--- src/rtl/washer_ctrl_if.sv ---
// Signal bundle between the washer panel/motor driver (master) and washer_ctrl (slave).
interface washer_ctrl_if #(
  parameter int CNT_W = 6,
  parameter int CYC_W = 4
);
  logic             add;
  logic             start;
  logic             emergency;
  logic             zheng;
  logic             fan;
  logic             ledzheng;
  logic             ledfan;
  logic             ledstop;
  logic             alarm;
  logic [CNT_W-1:0] count;
  logic [CYC_W-1:0] cyc_left;

  modport master (
    output add, start, emergency,
    input  zheng, fan, ledzheng, ledfan, ledstop, alarm, count, cyc_left
  );

  modport slave (
    input  add, start, emergency,
    output zheng, fan, ledzheng, ledfan, ledstop, alarm, count, cyc_left
  );
endinterface

--- src/rtl/washer_ctrl.sv ---
// Washer sequencer: preset number of pause/forward/pause/reverse cycles, e-stop latch, end alarm.
// Optional spin-dry finish (forward spin + pause before DONE) when WASHER_SPIN_EN is defined.
module washer_ctrl #(
  parameter int TICK_DIV  = 1,
  parameter int RUN_SEC   = 60,
  parameter int PAUSE_SEC = 5,
  parameter int ALARM_SEC = 10,
  parameter int CNT_W     = 6,
  parameter int CYC_W     = 4,
  parameter int MAX_CYC   = 15
) (
  input  logic         clk,
  input  logic         rst,
  washer_ctrl_if.slave bus
);
  localparam int               PRE_W     = (TICK_DIV > 1) ? $clog2(TICK_DIV) : 1;
  localparam logic [PRE_W-1:0] PRE_LAST  = PRE_W'(TICK_DIV - 1);
  localparam logic [CNT_W-1:0] RUN_LEN   = CNT_W'(RUN_SEC);
  localparam logic [CNT_W-1:0] PAUSE_LEN = CNT_W'(PAUSE_SEC);
  localparam logic [CNT_W-1:0] ALARM_LEN = CNT_W'(ALARM_SEC);
  localparam logic [CNT_W-1:0] CNT_ONE   = {{(CNT_W-1){1'b0}}, 1'b1};
  localparam logic [CYC_W-1:0] CYC_ONE   = {{(CYC_W-1){1'b0}}, 1'b1};
  localparam logic [CYC_W-1:0] CYC_MAX   = CYC_W'(MAX_CYC);

  typedef enum logic [3:0] {
    IDLE  = 4'd0,
    P_A   = 4'd1,
    FWD   = 4'd2,
    P_B   = 4'd3,
    REV   = 4'd4,
    DONE  = 4'd5,
    ESTOP = 4'd6
`ifdef WASHER_SPIN_EN
    , SPIN = 4'd7,
    P_S   = 4'd8
`endif
  } state_t;

  state_t           state_r, state_s;
  logic [CNT_W-1:0] count_r, count_s;
  logic [CYC_W-1:0] cyc_r, cyc_s;
  logic [CYC_W-1:0] preset_r, preset_s;
  logic [PRE_W-1:0] pre_r;
  logic             add_r, add_p_r, start_r, start_p_r;
  logic             zheng_r, fan_r, ledstop_r, alarm_r;
  logic             tick_s, add_edge_s, start_edge_s, phase_end_s, launch_s;
  logic             zheng_s, fan_s;

  assign tick_s       = (pre_r == PRE_LAST);
  assign add_edge_s   = add_r & ~add_p_r;
  assign start_edge_s = start_r & ~start_p_r;
  assign phase_end_s  = tick_s && (count_r == CNT_ONE);
`ifdef WASHER_SPIN_EN
  assign zheng_s = (state_s == FWD) || (state_s == SPIN);
`else
  assign zheng_s = (state_s == FWD);
`endif
  assign fan_s = (state_s == REV);

  // Next-state, counter and preset logic; emergency overrides everything outside IDLE.
  always_comb begin
    state_s  = state_r;
    count_s  = count_r;
    cyc_s    = cyc_r;
    preset_s = preset_r;
    launch_s = 1'b0;
    if (!bus.emergency && state_r != IDLE) begin
      state_s = ESTOP;
      count_s = '0;
      cyc_s   = '0;
    end else begin
      case (state_r)
        IDLE, DONE: begin
          if (add_edge_s && preset_r < CYC_MAX) preset_s = preset_r + CYC_ONE;
          else preset_s = preset_r;
          // A launch beats a simultaneous DONE timeout.
          if (start_edge_s && bus.emergency && preset_r != '0) begin
            state_s  = P_A;
            count_s  = PAUSE_LEN;
            cyc_s    = preset_r;
            launch_s = 1'b1;
          end else if (state_r == DONE && tick_s) begin
            count_s = count_r - CNT_ONE;
            if (count_r == CNT_ONE) state_s = IDLE;
            else state_s = DONE;
          end else begin
            count_s = count_r;
          end
        end
        ESTOP: begin
          count_s = '0;
          cyc_s   = '0;
          if (bus.emergency) state_s = IDLE;
          else state_s = ESTOP;
        end
`ifdef WASHER_SPIN_EN
        P_A, FWD, P_B, REV, SPIN, P_S: begin
`else
        P_A, FWD, P_B, REV: begin
`endif
          count_s = tick_s ? (count_r - CNT_ONE) : count_r;
          if (phase_end_s) begin
            case (state_r)
              P_A: begin state_s = FWD; count_s = RUN_LEN;   end
              FWD: begin state_s = P_B; count_s = PAUSE_LEN; end
              P_B: begin state_s = REV; count_s = RUN_LEN;   end
              REV: begin
                if (cyc_r > CYC_ONE) begin
                  state_s = P_A;
                  count_s = PAUSE_LEN;
                  cyc_s   = cyc_r - CYC_ONE;
                end else begin
                  cyc_s = '0;
`ifdef WASHER_SPIN_EN
                  state_s = SPIN;
                  count_s = RUN_LEN;
`else
                  state_s = DONE;
                  count_s = ALARM_LEN;
`endif
                end
              end
`ifdef WASHER_SPIN_EN
              SPIN: begin state_s = P_S;  count_s = PAUSE_LEN; end
              P_S:  begin state_s = DONE; count_s = ALARM_LEN; end
`endif
              default: begin state_s = IDLE; count_s = '0; cyc_s = '0; end
            endcase
          end else begin
            state_s = state_r;
          end
        end
        default: begin
          state_s = IDLE;
          count_s = '0;
          cyc_s   = '0;
        end
      endcase
    end
  end

  // One-second prescaler, realigned to the launching start edge.
  always_ff @(posedge clk or negedge rst) begin
    if (!rst) pre_r <= '0;
    else if (launch_s || tick_s) pre_r <= '0;
    else pre_r <= pre_r + {{(PRE_W-1){1'b0}}, 1'b1};
  end

  // State, counters, edge detectors and outputs decoded from the next state.
  always_ff @(posedge clk or negedge rst) begin
    if (!rst) begin
      state_r   <= IDLE;
      count_r   <= '0;
      cyc_r     <= '0;
      preset_r  <= '0;
      add_r     <= 1'b0;
      add_p_r   <= 1'b0;
      start_r   <= 1'b0;
      start_p_r <= 1'b0;
      zheng_r   <= 1'b0;
      fan_r     <= 1'b0;
      ledstop_r <= 1'b1;
      alarm_r   <= 1'b0;
    end else begin
      state_r   <= state_s;
      count_r   <= count_s;
      cyc_r     <= cyc_s;
      preset_r  <= preset_s;
      add_r     <= bus.add;
      add_p_r   <= add_r;
      start_r   <= bus.start;
      start_p_r <= start_r;
      zheng_r   <= zheng_s;
      fan_r     <= fan_s & ~zheng_s;
      ledstop_r <= ~(zheng_s | fan_s);
      alarm_r   <= (state_s == DONE) || (state_s == ESTOP);
    end
  end

  assign bus.zheng    = zheng_r;
  assign bus.ledzheng = zheng_r;
  assign bus.fan      = fan_r;
  assign bus.ledfan   = fan_r;
  assign bus.ledstop  = ledstop_r;
  assign bus.alarm    = alarm_r;
  assign bus.count    = count_r;
  assign bus.cyc_left = cyc_r;
endmodule
--- src/flat_wrapper.sv ---
// flat-port wrapper written by rule: the top's interface ports become plain ports
module washer_ctrl_flat 
#(
  parameter int TICK_DIV  = 1,
  parameter int RUN_SEC   = 60,
  parameter int PAUSE_SEC = 5,
  parameter int ALARM_SEC = 10,
  parameter int CNT_W     = 6,
  parameter int CYC_W     = 4,
  parameter int MAX_CYC   = 15
)
  (clk, rst, bus_add, bus_start, bus_emergency, bus_zheng, bus_fan, bus_ledzheng, bus_ledfan, bus_ledstop, bus_alarm, bus_count, bus_cyc_left);
  washer_ctrl_if #(.CNT_W(CNT_W), .CYC_W(CYC_W)) bus_i ();
  input  logic clk;
  input  logic rst;
  input wire logic [$bits(bus_i.add)-1:0] bus_add;
  input wire logic [$bits(bus_i.start)-1:0] bus_start;
  input wire logic [$bits(bus_i.emergency)-1:0] bus_emergency;
  output wire logic [$bits(bus_i.zheng)-1:0] bus_zheng;
  output wire logic [$bits(bus_i.fan)-1:0] bus_fan;
  output wire logic [$bits(bus_i.ledzheng)-1:0] bus_ledzheng;
  output wire logic [$bits(bus_i.ledfan)-1:0] bus_ledfan;
  output wire logic [$bits(bus_i.ledstop)-1:0] bus_ledstop;
  output wire logic [$bits(bus_i.alarm)-1:0] bus_alarm;
  output wire logic [$bits(bus_i.count)-1:0] bus_count;
  output wire logic [$bits(bus_i.cyc_left)-1:0] bus_cyc_left;
  assign bus_i.add = bus_add;
  assign bus_i.start = bus_start;
  assign bus_i.emergency = bus_emergency;
  assign bus_zheng = bus_i.zheng;
  assign bus_fan = bus_i.fan;
  assign bus_ledzheng = bus_i.ledzheng;
  assign bus_ledfan = bus_i.ledfan;
  assign bus_ledstop = bus_i.ledstop;
  assign bus_alarm = bus_i.alarm;
  assign bus_count = bus_i.count;
  assign bus_cyc_left = bus_i.cyc_left;
  washer_ctrl #(.TICK_DIV(TICK_DIV), .RUN_SEC(RUN_SEC), .PAUSE_SEC(PAUSE_SEC), .ALARM_SEC(ALARM_SEC), .CNT_W(CNT_W), .CYC_W(CYC_W), .MAX_CYC(MAX_CYC)) u_core (.clk(clk), .rst(rst), .bus(bus_i));
endmodule
--- config.mk ---
export PLATFORM = sky130hd
export DESIGN_NAME = washer_ctrl_flat
export DESIGN_NICKNAME = d
export VERILOG_FILES = /design/src/rtl/washer_ctrl_if.sv /design/src/rtl/washer_ctrl.sv /design/src/flat_wrapper.sv
export SDC_FILE = /design/constraint.sdc
export NUM_CORES = 1
export LEC_CHECK = 0
export CAP_MARGIN = 20
export CORE_MARGIN = 10
export CORE_UTILIZATION = 50
export CTS_BUF_LIST = sky130_fd_sc_hd__clkbuf_4 sky130_fd_sc_hd__clkbuf_8
export CTS_CLUSTER_DIAMETER = 30
export CTS_CLUSTER_SIZE = 12
export DETAILED_ROUTE_END_ITERATION = 16
export PLACE_DENSITY = 0.75
export SKIP_CTS_REPAIR_TIMING = 1
export SLEW_MARGIN = 20
export SYNTH_ARGS = -nofsm -noshare
export SYNTH_HDL_FRONTEND = slang
export SYNTH_SLANG_ARGS = --single-unit
export TNS_END_PERCENT = 20
--- constraint.sdc ---
create_clock -name clk -period 2.3 [get_ports clk]
set_clock_uncertainty 0.2 [all_clocks]
set_input_delay 0.46 -clock clk [delete_from_list [all_inputs] [get_ports clk]]
set_output_delay 0.46 -clock clk [all_outputs]
set_load 0.1 [all_outputs]
Yosys cells after proc, flatten, opt, wreduce, memory -nomap -nowiden
Index checks and enable logic that the tools add are counted.
{ "totals": {"reg_bits": 27, "inputBits": 5, "output_inout_bits": 16, "word_cells": 91} }
{ "classes": {"addsub": 4, "order_cmp": 2, "eq_ne": 16, "mux": 27, "bitwise": 10, "reduce_logical": 19} }
{ "op_table": {"columns": ["op", "n"], "rows": [
  ["$mux W4", 9],
  ["$mux W6", 5],
  ["$eq A4 B3 Y1 const B", 6],
  ["$pmux W6 S3", 1],
  ["$pmux W4 S2", 2],
  ["$pmux W4 S4", 1],
  ["$eq A4 B2 Y1 const B", 3],
  ["$pmux W4 S3", 1],
  ["$pmux W6 S2", 1],
  ["$mux W3", 3],
  ["$reduce_bool A4 Y1", 2],
  ["$eq A6 B1 Y1 const B", 1],
  ["$logic_and A1 B1 Y1", 6],
  ["$ne A3 B1 Y1 const B", 2],
  ["$not A1 Y1", 6],
  ["$reduce_and A3 Y1", 2],
  ["$sub A6 B1 Y6 const B", 1],
  ["$add A4 B1 Y4 const B", 1],
  ["$eq A4 B1 Y1 const B", 1],
  ["$gt A4 B1 Y1 const B", 1],
  ["$logic_not A4 Y1", 1],
  ["$lt A4 B4 Y1 const B", 1],
  ["$mux W1", 4],
  ["$ne A4 B1 Y1 const B", 1],
  ["12 further kinds", 16]
]} }

Longest topological paths before layout
Gate-level depths: netlist (run 1).
{ "logic_depth": {"word_depth": 10, "mapped_depth": 9, "mapped_depth_nobuf": 8} }

Worst setup path after synthesis (run 1)
Ideal clock, no wire load.
{ "synth_path": {"kind": "register to register", "from": "register u_core.count_r[1], in the netlist u_core.bus.count[1]", "to": "register u_core.ledstop_r, in the netlist u_core.bus.ledstop", "setup_ns": 0.088, "t_arrival_ns": 2.625, "required_time_ns": 2.012, "path_slack_ns": -0.613, "path_stages_with_launch": 10, "path_buffers": 1, "period_less_slack_ns": 2.913, "cell_sequence": "dfrtp_1 inv_1 ha_1 nor3b_2 and2_1 buf_6 nor3_1 nor4_4 nor2b_1 or3_1"} }
{ "synth_between": {"elab_chain_len": 9, "word_cells_on_any_way": 12, "classes_between": "3 x eq/ne; 6 x mux; 2 x bitwise; 1 x reduce/logical"} }
{ "synth_rtl": {"columns": ["element", "line_no", "text"], "rows": [
  ["start, declared", "washer_ctrl.sv:40", "logic [CNT_W-1:0] count_r, count_s;"],
  ["start signal, assigned", "washer_ctrl.sv:166", "count_r <= count_s;"],
  ["$eq A6 B1 Y1 *", "washer_ctrl.sv:52, washer_ctrl.sv:84", null],
  ["$mux W3", "washer_ctrl.sv:84", "if (count_r == CNT_ONE) state_s = IDLE;"],
  ["$mux W4", "washer_ctrl.sv:82", "end else if (state_r == DONE && tick_s) begin"],
  ["$mux W4", "washer_ctrl.sv:77", "if (start_edge_s && bus.emergency && preset_r != '0) begin"],
  ["$pmux W4 S3 *", "washer_ctrl.sv:72", "case (state_r)"],
  ["$mux W4 *", "washer_ctrl.sv:67", "if (!bus.emergency && state_r != IDLE) begin"],
  ["$eq A4 B2 Y1 / $eq A4 B3 Y1 (equally long branches)", "washer_ctrl.sv:56, washer_ctrl.sv:58", null],
  ["$or A1 B1 Y1 *", "washer_ctrl.sv:175", "ledstop_r <= ~(zheng_s | fan_s);"],
  ["$not A1 Y1 *", "washer_ctrl.sv:175", null],
  ["end signal, assigned", "washer_ctrl.sv:175", null],
  ["end, declared", "washer_ctrl.sv:45", "logic zheng_r, fan_r, ledstop_r, alarm_r;"]
]} }
Mark *: on every way between the ends. The rest lies on a longest branch, timed or not.
A chain may end at the register's enable or synchronous reset.

Final worst setup path (run 1)
{ "layout_path": {"from": "register u_core.count_r[1], in the netlist u_core.bus.count[1]", "to": "register u_core.count_r[0], in the netlist u_core.bus.count[0]"} }
{ "layout_between": {"elab_chain_len": 5, "word_cells_on_any_way": 7, "classes_between": "2 x eq/ne; 3 x mux; 2 x reduce/logical"} }
{ "layout_rtl": {"columns": ["element", "line_no", "text"], "rows": [
  ["$eq A6 B1 Y1 *", "washer_ctrl.sv:52", "assign phase_end_s = tick_s && (count_r == CNT_ONE);"],
  ["$logic_and A1 B1 Y1 *", "washer_ctrl.sv:52", null],
  ["$mux W6", "washer_ctrl.sv:102", "if (phase_end_s) begin"],
  ["$pmux W6 S2", "washer_ctrl.sv:72", null],
  ["$mux W6", "washer_ctrl.sv:67", null]
]} }
Marks and branches as above.

==> impl_metrics.env, run 1 <==
export IMPL_reg2reg_depth=8
export IMPL_reg2reg_slack_ns=0.07
export IMPL_cp_start_kind="flop"
export IMPL_via_count=1683
export IMPL_power_leakage_nw=1.06
export IMPL_synth_mux_area_share_pct=1.12
export IMPL_synth_compound_area_share_pct=23.3
export IMPL_gr_total_overflow=0
export IMPL_yosys_area_top_type_share_pct=34.4
export IMPL_r2r_end="u_core.bus.count[0]"
export IMPL_crit_chain="inv_2, ha_2, nor3b_4, nand2_2, a21oi_2, nor2_1, a311o_1, a22o_1"
export IMPL_final_cell_mix="buf_4 (48), nor2_1 (24), dfrtp_1 (17), nand2_1 (13), a21oi_1 (11)"
export IMPL_num_nets_final=261
export IMPL_drt_iter0_markers=146
export IMPL_synthSimpleGateAreaFrac_pct=25.7
export IMPL_layout_commonest_cell="buf_4"
export IMPL_wire_per_inst_um=15.3
export IMPL_antenna_cells=0
export IMPL_syn_area_per_cell_um2=9.42
export IMPL_ys_ff_latch=27
export IMPL_power_density_nw_per_um2=952
export IMPL_intPower_mw=1.17
export IMPL_synth_cell_types=65
export IMPL_ios=21
export IMPL_first_pass_iters=4
export IMPL_synth_edf_count=0
export IMPL_whs_endpoint="u_core.start_p_r"
export IMPL_critPathRequiredTime_ns=2.27
export IMPL_die_area_um2=6650
export IMPL_cpMaxStageDelayCell="dfrtp_4"
export IMPL_wl_um=4550
export IMPL_hold_path_depth=0
export IMPL_synthArstFlopShare_pct=100
export IMPL_final_cell_count_no_fill=297
export IMPL_synth_top_family_by_area="simple AND/OR/NAND/NOR gates"
export IMPL_crit_type="reg -> reg"
export IMPL_place_congestion=0.894
export IMPL_power_frac_clock_pct=12.3
export IMPL_core_um2=3660
export IMPL_min_path_type="reg -> reg"
export IMPL_grt_first_pass_wirelength_um=7880
export IMPL_path_delay_family="compound AO/OA/AOI/OAI gates"
export IMPL_synthAdderAreaFrac_pct=3.97
export IMPL_cp_data_arrival_time_ns=2.20
export IMPL_power_frac_seq_pct=30.2
export IMPL_combPwrFrac_pct=57.5
export IMPL_endpoint_kind="flop"
export IMPL_nFillCells=318
export IMPL_grt_pass1_vias=1726
export IMPL_netlist_area_um2=1890
export IMPL_ir_drop_mv=0.597
export IMPL_port_buffer_count=20
export IMPL_post_dp_hpwl_um=3560
export IMPL_die_width_um=81.5
export IMPL_fin_crit_ns=2.23
export IMPL_via_per_inst=5.67
export IMPL_drc=0
export IMPL_syn_instance_count=201
export IMPL_yosysSeqAreaShare_pct=35.8
export IMPL_synth_area_leaders="dfrtp_1 (34%), nor2_1 (4.8%), ha_1 (4.0%)"
export IMPL_finalSetupViolCount=0
export IMPL_clock_fmax_mhz=448
export IMPL_area_growth_pct=26.2
export IMPL_reg2reg_from="u_core.bus.count[1]"
export IMPL_crit_start="u_core.bus.count[1]"
export IMPL_crit_buf_inv=1
export IMPL_maxSlewViolCount=0
export IMPL_finalPower_mw=2.27
export IMPL_synth_top_cell_by_area="dfrtp_1"
export IMPL_cts_max_level=1
export IMPL_ys_warn_count=0
export IMPL_cp_max_fo=4
export IMPL_cts_sinks=27
export IMPL_cts_tree="done"
export IMPL_rsz0062_at_grt="yes"
export IMPL_power_switching_mw=1.10
export IMPL_dp_cells=293
export IMPL_synth_xor_area_share_pct=2.31
export IMPL_cap_viol_max_count=0
export IMPL_cts_buffers=3
export IMPL_num_rows=22
export IMPL_netSwitchingFraction_pct=48.5
export IMPL_path_clk_slew_ns=0.10
export IMPL_outcome="finished, final reports clean"
export IMPL_synth_flop_cell="dfrtp_1"
export IMPL_antenna_found_initial=0
export IMPL_hp_start="u_core.start_r"
export IMPL_start_util_pct=51.7
export IMPL_die_height_um=81.5
export IMPL_grt_max_degree=28
export IMPL_hold_viol=0
export IMPL_period_share_pct=97.0
export IMPL_final_layout_size_suffix_gt1_share_pct=39.8
export IMPL_ant_nets=0
export IMPL_cts_root_buf="clkbuf_8"
export IMPL_clkLatencyLatePin_ns=0.28
export IMPL_cpPeakStageDelay_ns=0.49
export IMPL_grt_use_total_pct=14.6
export IMPL_cts_buffer_depth=2
==> registers in the layout (all words and copies together) (netlist names) <==
name	flops
u_core.add_r	1
u_core.bus.count	6
u_core.bus.ledzheng	1
u_core.bus.ledstop	1
u_core.state_r	4
u_core.add_p_r	1
u_core.start_r	1
u_core.start_p_r	1
u_core.bus.cyc_left	4
u_core.pre_r	1
u_core.bus.alarm	1
u_core.bus.fan	1
u_core.preset_r	4
==> worst reg2reg max path: cells and delay by family, from the launching register on <==
kind                     cells  cell delay (ns)
flip-flops                   1             0.49
AND/OR/NAND/NOR              3             0.45
AO/OA/AOI/OAI                3             0.75
buffers and inverters        1             0.08
adder cells (fa/ha/maj)      1             0.17
==> synth_stat cells, types with 2 or more instances <==
master      n
nand2b_1    3
inv_1      10
a21o_1      3
a2111oi_2   2
nand3_1    10
nor3_1      5
xnor2_1     3
buf_6       4
buf_4       3
nor3_2      3
nand4b_1    2
xor2_1      2
nand2_2     2
dfrtp_1    26
a21oi_1    12
nor3b_2     2
a32oi_1     2
ha_1        6
o21ai_0    11
nand2_1    13
a22o_1      6
nor2_1     24
or3_1       4
clkbuf_8    2
==> layer usage <==
layer	wire, µm	global-route usage (%)
met1	2000	18.1
met2	2230	25.4
met3	262	2.62
met4	54	3.63
met5	0	0
==> how the worst max path moves through the flow <==
stage                                to  slack (ns)  cells after the start
detailed placement  u_core.bus.count[2]       -0.16                      7
global route         u_core.bus.ledstop       -0.08                      8
global placement    u_core.bus.count[2]       -0.10                      7
CTS                 u_core.bus.count[0]        0.02                      8
finish              u_core.bus.count[0]        0.07                      8
floorplan            u_core.bus.ledstop       0.007                      9
==> power by group through the flow <==
| stage | Clock, mW | Sequential (mW) | Combinational [mW] |
|---|---|---|---|
| floorplan | 0 | 1.03 | 0.612 |
| global placement | 0 | 0.690 | 1.28 |
| detailed placement | 0 | 0.695 | 1.30 |
| CTS | 0.290 | 0.686 | 1.31 |
| global route | 0.303 | 0.702 | 1.42 |
| finish | 0.280 | 0.686 | 1.31 |
==> logic make-up (layout without fill, tap and decap cells) <==
group | Yosys count | after routing
flops | 27 | 27
simple gates | 82 | 82
mux | 2 | 2
buf+inv | 21 | 68
fa+ha+maj | 6 | 6
compound gates | 57 | 57
other cells | 1 | 2
xor+xnor | 5 | 5
==> area by class of cell <==
class,instances,area (µm²),share of cell area [%]
Sequential cell,27,698,29.2
Clock buffer,3,41.3,1.73
Inverter,11,43.8,1.83
Clock inverter,1,7.51,0.314
Tap cell,48,60.1,2.51
Timing Repair Buffer,53,420,17.6
Multi-Input combinational cell,154,1120,46.8
==> through the flow <==
step / setup TNS, ns / util, % / hold WS [ns] / worst slack [ns] / instance area [µm²]
2_1_floorplan: 0 / - / -0.0356 / 0.00744 / 1950
3_3_place_gp: -0.565 / 63.6 / 0.172 / -0.104 / 2330
3_5_place_dp: -1.05 / 63.6 / 0.176 / -0.161 / 2330
4_1_cts: 0 / 65.0 / 0.200 / 0.0244 / 2380
5_1_grt: -0.101 / 65.3 / 0.206 / -0.0754 / 2390
6_report: 0 / 65.3 / 0.197 / 0.0688 / 2390
Power figures use the tool's default switching activity.
==> inputs of run 2 (changes only) <==
--- a/config.mk
+++ b/config.mk
@@ -5,6 +5,7 @@
 export SDC_FILE = /design/constraint.sdc
 export NUM_CORES = 1
 export LEC_CHECK = 0
+export ABC_CLOCK_PERIOD_IN_PS = 2300
 export CAP_MARGIN = 20
 export CORE_MARGIN = 10
 export CORE_UTILIZATION = 50
@@ -14,7 +15,6 @@
 export DETAILED_ROUTE_END_ITERATION = 16
 export PLACE_DENSITY = 0.75
 export SKIP_CTS_REPAIR_TIMING = 1
-export SLEW_MARGIN = 20
 export SYNTH_ARGS = -nofsm -noshare
 export SYNTH_HDL_FRONTEND = slang
 export SYNTH_SLANG_ARGS = --single-unit
==> results of run 2 <==
No change in the layout: final DEF, timing and power equal those of run 1.
